--- src/rtl/resnet_seq_pkg.sv ---
// Shared definitions for the resnet stream sequencer.
//   seq_state_t  : sequencer state encoding
//   WD_ALL_ONES  : all-ones pattern; the top slices it to its watchdog width
package resnet_seq_pkg;

    typedef enum logic [2:0] {
        IDLE     = 3'd0,
        PREFETCH = 3'd1,
        FLUSH    = 3'd2,
        RUN      = 3'd3,
        DONE     = 3'd4,
        ERR      = 3'd5
    } seq_state_t;

    localparam logic [31:0] WD_ALL_ONES = 32'hFFFF_FFFF;

endpackage

--- src/rtl/stream_addr_gen.sv ---
// First-word-fall-through read stream address generator.
// The first word is fetched during prefetch. Each consumed word then triggers
// the read for the following word. That read is issued in the same cycle, so
// the stream sustains one word per cycle.
//   clk, rst  : clock, synchronous active-high reset
//   base      : stream base address
//   prefetch  : issue the read at base and rewind the index
//   active    : stream may be consumed (FLUSH or RUN)
//   read_en   : consumer takes the current word
//   ren, addr : memory read strobe and address
//   overrun   : read_en that could not be honoured (exhausted or inactive)
module stream_addr_gen #(
    parameter int LIMIT  = 4,
    parameter int ADDR_W = 16
) (
    input  logic              clk,
    input  logic              rst,
    input  logic [ADDR_W-1:0] base,
    input  logic              prefetch,
    input  logic              active,
    input  logic              read_en,
    output logic              ren,
    output logic [ADDR_W-1:0] addr,
    output logic              overrun
);
    localparam int IDX_W = $clog2(LIMIT + 1);
    localparam logic [IDX_W-1:0] LIMIT_I    = IDX_W'(LIMIT);
    localparam logic [IDX_W-1:0] LIMIT_M1_I = IDX_W'(LIMIT - 1);

    logic [IDX_W-1:0] idx_r;
    logic             consume_s;

    // Read strobe, read address and overrun decode
    always_comb begin
        consume_s = active && read_en && (idx_r < LIMIT_I);
        overrun   = 1'b0;
        ren       = 1'b0;
        addr      = base;
        if (rst) begin
            // Reset aborts immediately: no memory traffic in the reset cycle.
            consume_s = 1'b0;
        end else if (prefetch) begin
            ren  = 1'b1;
            addr = base;
        end else if (consume_s && (idx_r < LIMIT_M1_I)) begin
            // Fetch the next word. Nothing is fetched after the last element,
            // so the memory keeps presenting the last word.
            ren  = 1'b1;
            addr = base + ADDR_W'(idx_r) + ADDR_W'(1'b1);
        end else begin
            ren  = 1'b0;
        end
        if (!rst) begin
            overrun = read_en && !consume_s;
        end else begin
            overrun = 1'b0;
        end
    end

    // Element index: rewound on prefetch, advanced on each consumed word
    always_ff @(posedge clk) begin
        if (rst) begin
            idx_r <= '0;
        end else if (prefetch) begin
            idx_r <= '0;
        end else if (consume_s) begin
            idx_r <= idx_r + IDX_W'(1'b1);
        end else begin
            idx_r <= idx_r;
        end
    end

endmodule

--- src/rtl/resnet_stream_sequencer.sv ---
// Host-side controller for one resnet accelerator invocation.
// The sequence is: prefetch the first input and kernel words, pulse
// dut_flush, serve both read streams, and write every output word.
// A watchdog moves the sequencer to ERR if the outputs stall.
//   start, *_base              : launch and base addresses (latched on start)
//   in_mem_*, ker_mem_*        : stream memory read ports (1-cycle latency)
//   out_mem_*                  : output memory write port
//   dut_*                      : accelerator-side stream and output handshakes
//   busy, done, error, out_count : status
module resnet_stream_sequencer
    import resnet_seq_pkg::*;
#(
    parameter int DATA_W       = 16,
    parameter int ADDR_W       = 16,
    parameter int IN_COUNT     = 4096,
    parameter int KER_COUNT    = 576,
    parameter int OUT_COUNT    = 1024,
    parameter int FLUSH_CYCLES = 1,
    parameter int TIMEOUT_W    = 20
) (
    input  logic              clk,
    input  logic              rst,
    input  logic              start,
    input  logic [ADDR_W-1:0] in_base,
    input  logic [ADDR_W-1:0] ker_base,
    input  logic [ADDR_W-1:0] out_base,
    output logic              in_mem_ren,
    output logic [ADDR_W-1:0] in_mem_addr,
    input  logic [DATA_W-1:0] in_mem_rdata,
    output logic              ker_mem_ren,
    output logic [ADDR_W-1:0] ker_mem_addr,
    input  logic [DATA_W-1:0] ker_mem_rdata,
    output logic              out_mem_wen,
    output logic [ADDR_W-1:0] out_mem_addr,
    output logic [DATA_W-1:0] out_mem_wdata,
    output logic              dut_flush,
    input  logic              dut_in_read_en,
    input  logic              dut_ker_read_en,
    output logic [DATA_W-1:0] dut_in_data,
    output logic [DATA_W-1:0] dut_ker_data,
    input  logic              dut_out_valid,
    input  logic [DATA_W-1:0] dut_out_data,
    output logic              busy,
    output logic              done,
    output logic              error,
    output logic [ADDR_W-1:0] out_count
);
    localparam int FC_W = $clog2(FLUSH_CYCLES + 1);
    localparam logic [FC_W-1:0]      FLUSH_LAST = FC_W'(FLUSH_CYCLES - 1);
    localparam logic [ADDR_W-1:0]    OUT_LAST   = ADDR_W'(OUT_COUNT - 1);
    localparam logic [TIMEOUT_W-1:0] WD_MAX     = WD_ALL_ONES[TIMEOUT_W-1:0];
    localparam logic [TIMEOUT_W-1:0] WD_MAX_M1  = WD_MAX - TIMEOUT_W'(1'b1);

    seq_state_t          state_r;
    logic [ADDR_W-1:0]   in_base_r;
    logic [ADDR_W-1:0]   ker_base_r;
    logic [ADDR_W-1:0]   out_base_r;
    logic [ADDR_W-1:0]   out_idx_r;
    logic [TIMEOUT_W-1:0] wd_r;
    logic [FC_W-1:0]     flush_cnt_r;
    logic                error_r;

    logic start_ok_s;
    logic prefetch_s;
    logic active_s;
    logic write_s;
    logic bad_valid_s;
    logic wd_trip_s;
    logic in_ovr_s;
    logic ker_ovr_s;

    stream_addr_gen #(.LIMIT(IN_COUNT), .ADDR_W(ADDR_W)) u_in_gen (
        .clk      (clk),
        .rst      (rst),
        .base     (in_base_r),
        .prefetch (prefetch_s),
        .active   (active_s),
        .read_en  (dut_in_read_en),
        .ren      (in_mem_ren),
        .addr     (in_mem_addr),
        .overrun  (in_ovr_s)
    );

    stream_addr_gen #(.LIMIT(KER_COUNT), .ADDR_W(ADDR_W)) u_ker_gen (
        .clk      (clk),
        .rst      (rst),
        .base     (ker_base_r),
        .prefetch (prefetch_s),
        .active   (active_s),
        .read_en  (dut_ker_read_en),
        .ren      (ker_mem_ren),
        .addr     (ker_mem_addr),
        .overrun  (ker_ovr_s)
    );

    // State decode, output write path and status outputs
    always_comb begin
        start_ok_s  = start && ((state_r == IDLE) || (state_r == DONE) || (state_r == ERR));
        prefetch_s  = (state_r == PREFETCH);
        active_s    = (state_r == FLUSH) || (state_r == RUN);
        write_s     = (state_r == RUN) && dut_out_valid && !rst;
        bad_valid_s = (state_r != RUN) && dut_out_valid && !rst;
        wd_trip_s   = (state_r == RUN) && !dut_out_valid && (wd_r == WD_MAX_M1);

        out_mem_wen   = write_s;
        out_mem_addr  = out_base_r + out_idx_r;
        out_mem_wdata = dut_out_data;
        dut_in_data   = in_mem_rdata;
        dut_ker_data  = ker_mem_rdata;
        dut_flush     = (state_r == FLUSH);
        busy          = (state_r == PREFETCH) || (state_r == FLUSH) || (state_r == RUN);
        done          = (state_r == DONE);
        error         = error_r;
        out_count     = out_idx_r;
    end

    // Sequencer FSM, watchdog, output index and sticky error
    always_ff @(posedge clk) begin
        if (rst) begin
            state_r     <= IDLE;
            in_base_r   <= '0;
            ker_base_r  <= '0;
            out_base_r  <= '0;
            out_idx_r   <= '0;
            wd_r        <= '0;
            flush_cnt_r <= '0;
            error_r     <= 1'b0;
        end else begin
            // An accepted start clears the error. Any error event in the same
            // cycle still wins.
            error_r <= (error_r && !start_ok_s) || in_ovr_s || ker_ovr_s ||
                       bad_valid_s || wd_trip_s;
            case (state_r)
                IDLE, DONE, ERR: begin
                    if (start_ok_s) begin
                        in_base_r  <= in_base;
                        ker_base_r <= ker_base;
                        out_base_r <= out_base;
                        out_idx_r  <= '0;
                        state_r    <= PREFETCH;
                    end else begin
                        state_r    <= state_r;
                    end
                end
                PREFETCH: begin
                    flush_cnt_r <= '0;
                    state_r     <= FLUSH;
                end
                FLUSH: begin
                    if (flush_cnt_r == FLUSH_LAST) begin
                        wd_r    <= '0;
                        state_r <= RUN;
                    end else begin
                        flush_cnt_r <= flush_cnt_r + FC_W'(1'b1);
                    end
                end
                RUN: begin
                    if (write_s) begin
                        out_idx_r <= out_idx_r + ADDR_W'(1'b1);
                        wd_r      <= '0;
                        if (out_idx_r == OUT_LAST) begin
                            state_r <= DONE;
                        end else begin
                            state_r <= RUN;
                        end
                    end else if (wd_trip_s) begin
                        wd_r    <= WD_MAX;
                        state_r <= ERR;
                    end else begin
                        wd_r    <= wd_r + TIMEOUT_W'(1'b1);
                    end
                end
                default: begin
                    state_r <= IDLE;
                end
            endcase
        end
    end

endmodule

--- config.mk ---
export PLATFORM = sky130hd
export DESIGN_NAME = resnet_stream_sequencer
export DESIGN_NICKNAME = d
export VERILOG_FILES = /design/src/rtl/resnet_seq_pkg.sv /design/src/rtl/stream_addr_gen.sv /design/src/rtl/resnet_stream_sequencer.sv
export SDC_FILE = /design/constraint.sdc
export NUM_CORES = 1
export LEC_CHECK = 0
export ABC_AREA = 1
export BUFFER_PORTS_ARGS = -buffer_cell sky130_fd_sc_hd__buf_2
export CORE_AREA = 3 3 169 171
export DETAILED_ROUTE_END_ITERATION = 10
export DIE_AREA = 0 0 172 174
export PLACE_DENSITY_LB_ADDON = 0.2
export RECOVER_POWER = 50
export SLEW_MARGIN = 20
export SYNTH_ARGS = -nofsm -noshare
export SYNTH_HDL_FRONTEND = slang
export SYNTH_SLANG_ARGS = --single-unit
--- constraint.sdc ---
create_clock -name clk -period 2.3 [get_ports clk]
set_clock_uncertainty 0.1 [all_clocks]
set_input_delay 0.115 -clock clk [delete_from_list [all_inputs] [get_ports clk]]
set_output_delay 0.115 -clock clk [all_outputs]
set_load 0.02 [all_outputs]
# Word level (Yosys, flattened, before mapping)
# Cells that the tools add are included.
[op_classes]
n_div = 0
mul = 0
shift = 0
eq_ne = 12
n_bitwise = 0
order_cmp = 4
n_reduce_logical = 40
muxes = 31
addsub = 10
[ops]
columns = ["cell", "count"]
rows = [
  ["16-bit 2-to-1 mux", 8],
  ["20-bit 2-to-1 mux", 3],
  ["16-bit by 1-bit adder with 16-bit output, second input constant", 3],
  ["20-bit one-hot mux with 2 select lines", 1],
  ["16-bit one-hot mux with 2 select lines", 1],
  ["20-bit by 1-bit adder with 20-bit output, second input constant", 1],
  ["20-bit == test, second input constant", 1],
  ["10-bit < comparator, second input constant", 2],
  ["16-bit by 10-bit adder with 16-bit output", 1],
  ["16-bit by 13-bit adder with 16-bit output", 1],
  ["16-bit adder", 1],
  ["16-bit by 10-bit == test with 1-bit output, second input constant", 1],
  ["1-bit logical AND", 16],
  ["3-bit 2-to-1 mux", 5],
  ["13-bit by 1-bit adder with 13-bit output, second input constant", 1],
  ["13-bit by 12-bit < comparator with 1-bit output, second input constant", 1],
  ["13-bit < comparator, second input constant", 1],
  ["3-bit one-hot mux with 4 select lines", 1],
  ["1-bit 2-to-1 mux", 11],
  ["10-bit by 1-bit adder with 10-bit output, second input constant", 1],
  ["1-bit logical OR", 9],
  ["3-bit by 2-bit == test with 1-bit output, second input constant", 2],
  ["3-bit == test, second input constant", 2],
  ["2-bit != test, second input constant", 3],
  ["other kinds (12)", 20],
]
[word_totals]
latchBits = 0
inputBits = 102
out_inout_bits = 119
romBits = 0
wordCells = 107
n_memories = 0
register_bits = 112
ramBits = 0

# Depth between registers and ports, before layout
[logic_depth]
ltp_word = 12
depth_mapped = 13

# Cells and area by module
# From an unflattened synthesis, not the netlist that was laid out.
[unflattened]
cells_unflattened = 1363
area_unflattened_um2 = 8499.4
[modules_own_cells]
columns = ["module", "seq_area_each_um2", "area_each_um2", "n_inst", "cells_each"]
rows = [
  ["resnet_stream_sequencer", 1761.7, 5198.7, 1, 772],
  ["stream_addr_gen at u_in_gen", 260.2, 1783.0, 1, 321],
  ["stream_addr_gen at u_ker_gen", 200.2, 1517.7, 1, 270],
]

# Worst setup path after synthesis
# Ideal clock, no wire load.
[synth_timing]
path_kind = "register to output"
from = "register out_idx_r[0] (netlist: out_count[0])"
to = "output out_mem_addr[6]"
setup_slack_ns = -0.071
stages_incl_launch_ff = 7
t_required_ns = 2.085
arrival_time_ns = 2.156
path_buffers = 0
path_cell_list = "dfxtp_1 > ha_1 > inv_1 > fa_1 > o21ai_0 > a21boi_0 > xnor2_1"
[synth_between]
elab_chain_len = 1
[synth_lines]
columns = ["item", "line", "source"]
rows = [
  ["start: declaration", "resnet_stream_sequencer.sv:58", "logic [ADDR_W-1:0] out_idx_r;"],
  ["start signal: assignment", "resnet_stream_sequencer.sv:159", "out_idx_r <= out_idx_r + ADDR_W'(1'b1);"],
  ["16-bit adder", "resnet_stream_sequencer.sv:106", "out_mem_addr = out_base_r + out_idx_r;"],
  ["end: declaration", "resnet_stream_sequencer.sv:34", "output logic [ADDR_W-1:0] out_mem_addr,"],
]
# No other way between the ends.

# Worst setup path in the final report
[layout_timing]
from = "register u_ker_gen.idx_r[0]"
to = "output ker_mem_addr[10]"
[layout_between]
elab_chain_len = 6
word_cells_on_any_way = 9
classes_between = "add/sub: 2; order compare: 2; mux: 3; reduce/logical: 2"
[layout_lines]
columns = ["item", "line", "source"]
rows = [
  ["start: declaration", "stream_addr_gen.sv:30", "logic [IDX_W-1:0] idx_r;"],
  ["start signal: assignment", "stream_addr_gen.sv:67", "idx_r <= idx_r + IDX_W'(1'b1);"],
  ["start signal: assignment", "stream_addr_gen.sv:69", "idx_r <= idx_r;"],
  ["branches (longest 3 deep; another with 16-bit by 10-bit adder with 16-bit output)", "n/a", ""],
  ["16-bit 2-to-1 mux (*)", "stream_addr_gen.sv:45", "end else if (consume_s && (idx_r < LIMIT_M1_I)) begin"],
  ["16-bit 2-to-1 mux (*)", "stream_addr_gen.sv:42", "end else if (prefetch) begin"],
  ["16-bit 2-to-1 mux (*)", "stream_addr_gen.sv:39", "if (rst) begin"],
  ["end: declaration", "resnet_stream_sequencer.sv:31", "output logic [ADDR_W-1:0] ker_mem_addr,"],
]
# Every way passes the cells marked *.

==> metrics.cfg <==
[status]
outcome=complete, but fails checks
violations=setup timing

[global_routing]
grt_use_total_pct=17.6
grt_max_degree=59
grt_pass1_vias=8290
antenna_found_initial=1
gr-total-overflow=0
grt_pass1_wl_mm=42.8

[power]
powerDensity_nw_per_um2=669
p_leak_nw=4.51
ir_drop_uv=339

[clock_network]
clk-insertion-delay-late_ps=370
cts_tree=built
h-tree-depth=3
cts.clk_slew.worst_paths_ps=90
cts-root-buf=clkbuf_16
clock_path_buffers=2
clock-sinks=111
cts_buffers=9

[synthesis]
synth_most_common_cell=nand2_1
synth_edf_count=0
synthCells=1296
synth_area_per_cell_um2=6.27
yosys.area.top_type=dfxtp_1
synth_top_area_share_pct=27.4
ys_top_cells_by_count=nand2_1, inv_1, a21oi_1
yosysSeqAreaShare_pct=27.4
yosys-top-cells-area=dfxtp_1, nand2_1, a21oi_1, nand3_1, ha_1
synth_warnings=0
ys.flop_type=dfxtp_1
synth_seq_cells=111
syn_nets=1444
synth_area_um2=8120
synthArstFlopShare_pct=0
yosysUniqueCellTypes=44

[setup_path]
setup.worst_path.end_class=output pin
cp_top_family=adder cells
worstSetupPathType=reg2out
r2r_slack_ps=140
required_ps=2090
path_max_fanout=5
cp_num_buf_inv=3
r2r_start=state_r[2]
cp-start-kind=flop
r2r_end=u_in_gen.idx_r[6]
cp_slowest_cell=fa_2
rr_worst_depth=11
arrival_ps=2130
crit_chain=inv_2 > ha_4 > inv_4 > fa_2 > nand3_2 > nand4_1 > nand2_1 > xor2_1 > buf_4
worst_path_largest_cell_delay_ps=390

[routing]
drt_iter0_markers=505
wirelength_mm=27.4
vias=8681
wl_per_cell_um=15.2
vias_per_cell=4.79
drcViolationCount=0
first_pass_iters=7
ant_nets=0

[floorplan]
design.core.area_um2=27000
die_h_um=174
fp-row-count=60
dieArea_um2=29900
pin_count=221
die_w_um=172
start_util_pct=30.0

[timing]
slew_violations=0
fmax_ghz=0.426
hold_viol_final=0
tightest_slew_ps=700
setup_violations=9
min_period_ps=2350
setup_ws_ps=-45.5
period_share_pct=102
rsz0062_at_grt=true
slew_headroom_pct=53.3

[placed_design]
dpl.hpwl_mm=19.9
gp_congestion=0.946
dp_cells=1713
port_buffers=124

[worst_hold_path]
whs_path_depth=3
hp-start=dut_ker_read_en
min_path_type=in2reg
worstHoldEndpoint=error

[final_layout]
fin_cells=1811
layout-drive-gt1-share_pct=24.8
utilization_pct=39.9
antenna_cells=0
nNetsFinal=1613
syn2layout_area_growth_pct=32.9

[flow_run]
max-cap-violations=0

==> cell usage in the layout, fill, tap and decap left out, drive strengths merged, types with 16 or more instances in the layout <==
cell and instances:
xor2 18, o21ai 72, buf 172, inv 147, ha 43, clkbuf 30, dfxtp 111, nand4 21
dlygate4sd3 46, nor2 114, nor3 16, nand2 374, nand3 109, a21oi 137
==> logic make-up (layout without fill, tap and decap cells) <==
logic type      Yosys count  in the layout  synth area share [%]
mux                       1              1                 0.123
fa+ha+maj                46             46                  7.37
simple gates            645            645                  33.5
flops                   111            111                  27.4
xor+xnor                 30             30                  3.24
buf+inv                 230            404                  13.2
compound gates          233            233                  15.2
==> power by group <==
part | internal [mW] | switching [mW]
combinational | 1.26 | 1.98
clock | 0.774 | 0.793
sequential | 2.16 | 0.248
==> final cells by class <==
type	count	area [µm²]
Fill cell	2874	16200
Clock buffer	10	239
Timing Repair Buffer	238	1670
Inverter	149	571
Tap cell	341	427
Multi-Input combinational cell	955	5560
Sequential cell	111	2280
Timing Repair inverter	1	5.00
Clock inverter	6	45.0
==> layer usage <==
metal | routed length (µm) | part of all wire, % | up-vias | GRT usage (%)
met5 | 13 | 0.047 | - | 0
met4 | 510 | 1.9 | 2 | 4.49
li1 | - | - | 4493 | -
met2 | 12400 | 45 | 162 | 27.8
met1 | 13300 | 49 | 3992 | 25.0
met3 | 1150 | 4.2 | 32 | 2.59
==> flip-flops by register name (all words and copies together), names as in the netlist <==
register,cells
in_base_r,16
state_r,3
u_ker_gen.idx_r,10
error,1
out_base_r,16
out_count,16
wd_r,20
ker_base_r,16
u_in_gen.idx_r,13
==> through the flow <==
step	hold WS (ps)	setup TNS, ps	instance area, µm²	worst slack [ps]	total power, mW
finish	27.8	-251	10800	-45.5	7.22
global route	59.7	-4940	10800	-196	7.71
CTS	42.7	-118	10200	-47.1	7.04
detailed placement	130	0	8910	178	5.07
global placement	130	0	8910	189	5.08
floorplan	180	0	8120	51.6	4.25
==> tightest hold or removal path: cells and delay by family <==
kind	cells	cell delay [ps]
buffers and inverters	1	130
AOI/OAI and AO/OA	1	120
and+or+nand+nor	1	70
==> worst max-delay path by stage <==
stage / depth (start not counted) / to / slack [ps] / from
2_1_floorplan: 6 / out_mem_addr[6] / 50 / out_count[0]
3_3_place_gp: 8 / ker_mem_addr[10] / 190 / u_ker_gen.idx_r[5]
3_5_place_dp: 14 / in_mem_addr[10] / 180 / u_in_gen.idx_r[0]
4_1_cts: 9 / ker_mem_addr[10] / -50 / u_ker_gen.idx_r[0]
5_1_grt: 12 / ker_mem_addr[15] / -200 / u_ker_gen.idx_r[1]
6_report: 9 / ker_mem_addr[10] / -50 / u_ker_gen.idx_r[0]
==> timing repair <==
item	4_1_cts	5_1_grt
setup buffers	20	16
setup endpoints to repair	39	42
gates cloned	0	2
gates resized for setup	105	137
hold buffers	46	0
pin swaps	16	34
endpoints found under the hold margin	46	0
Power figures use the tool's default switching activity.
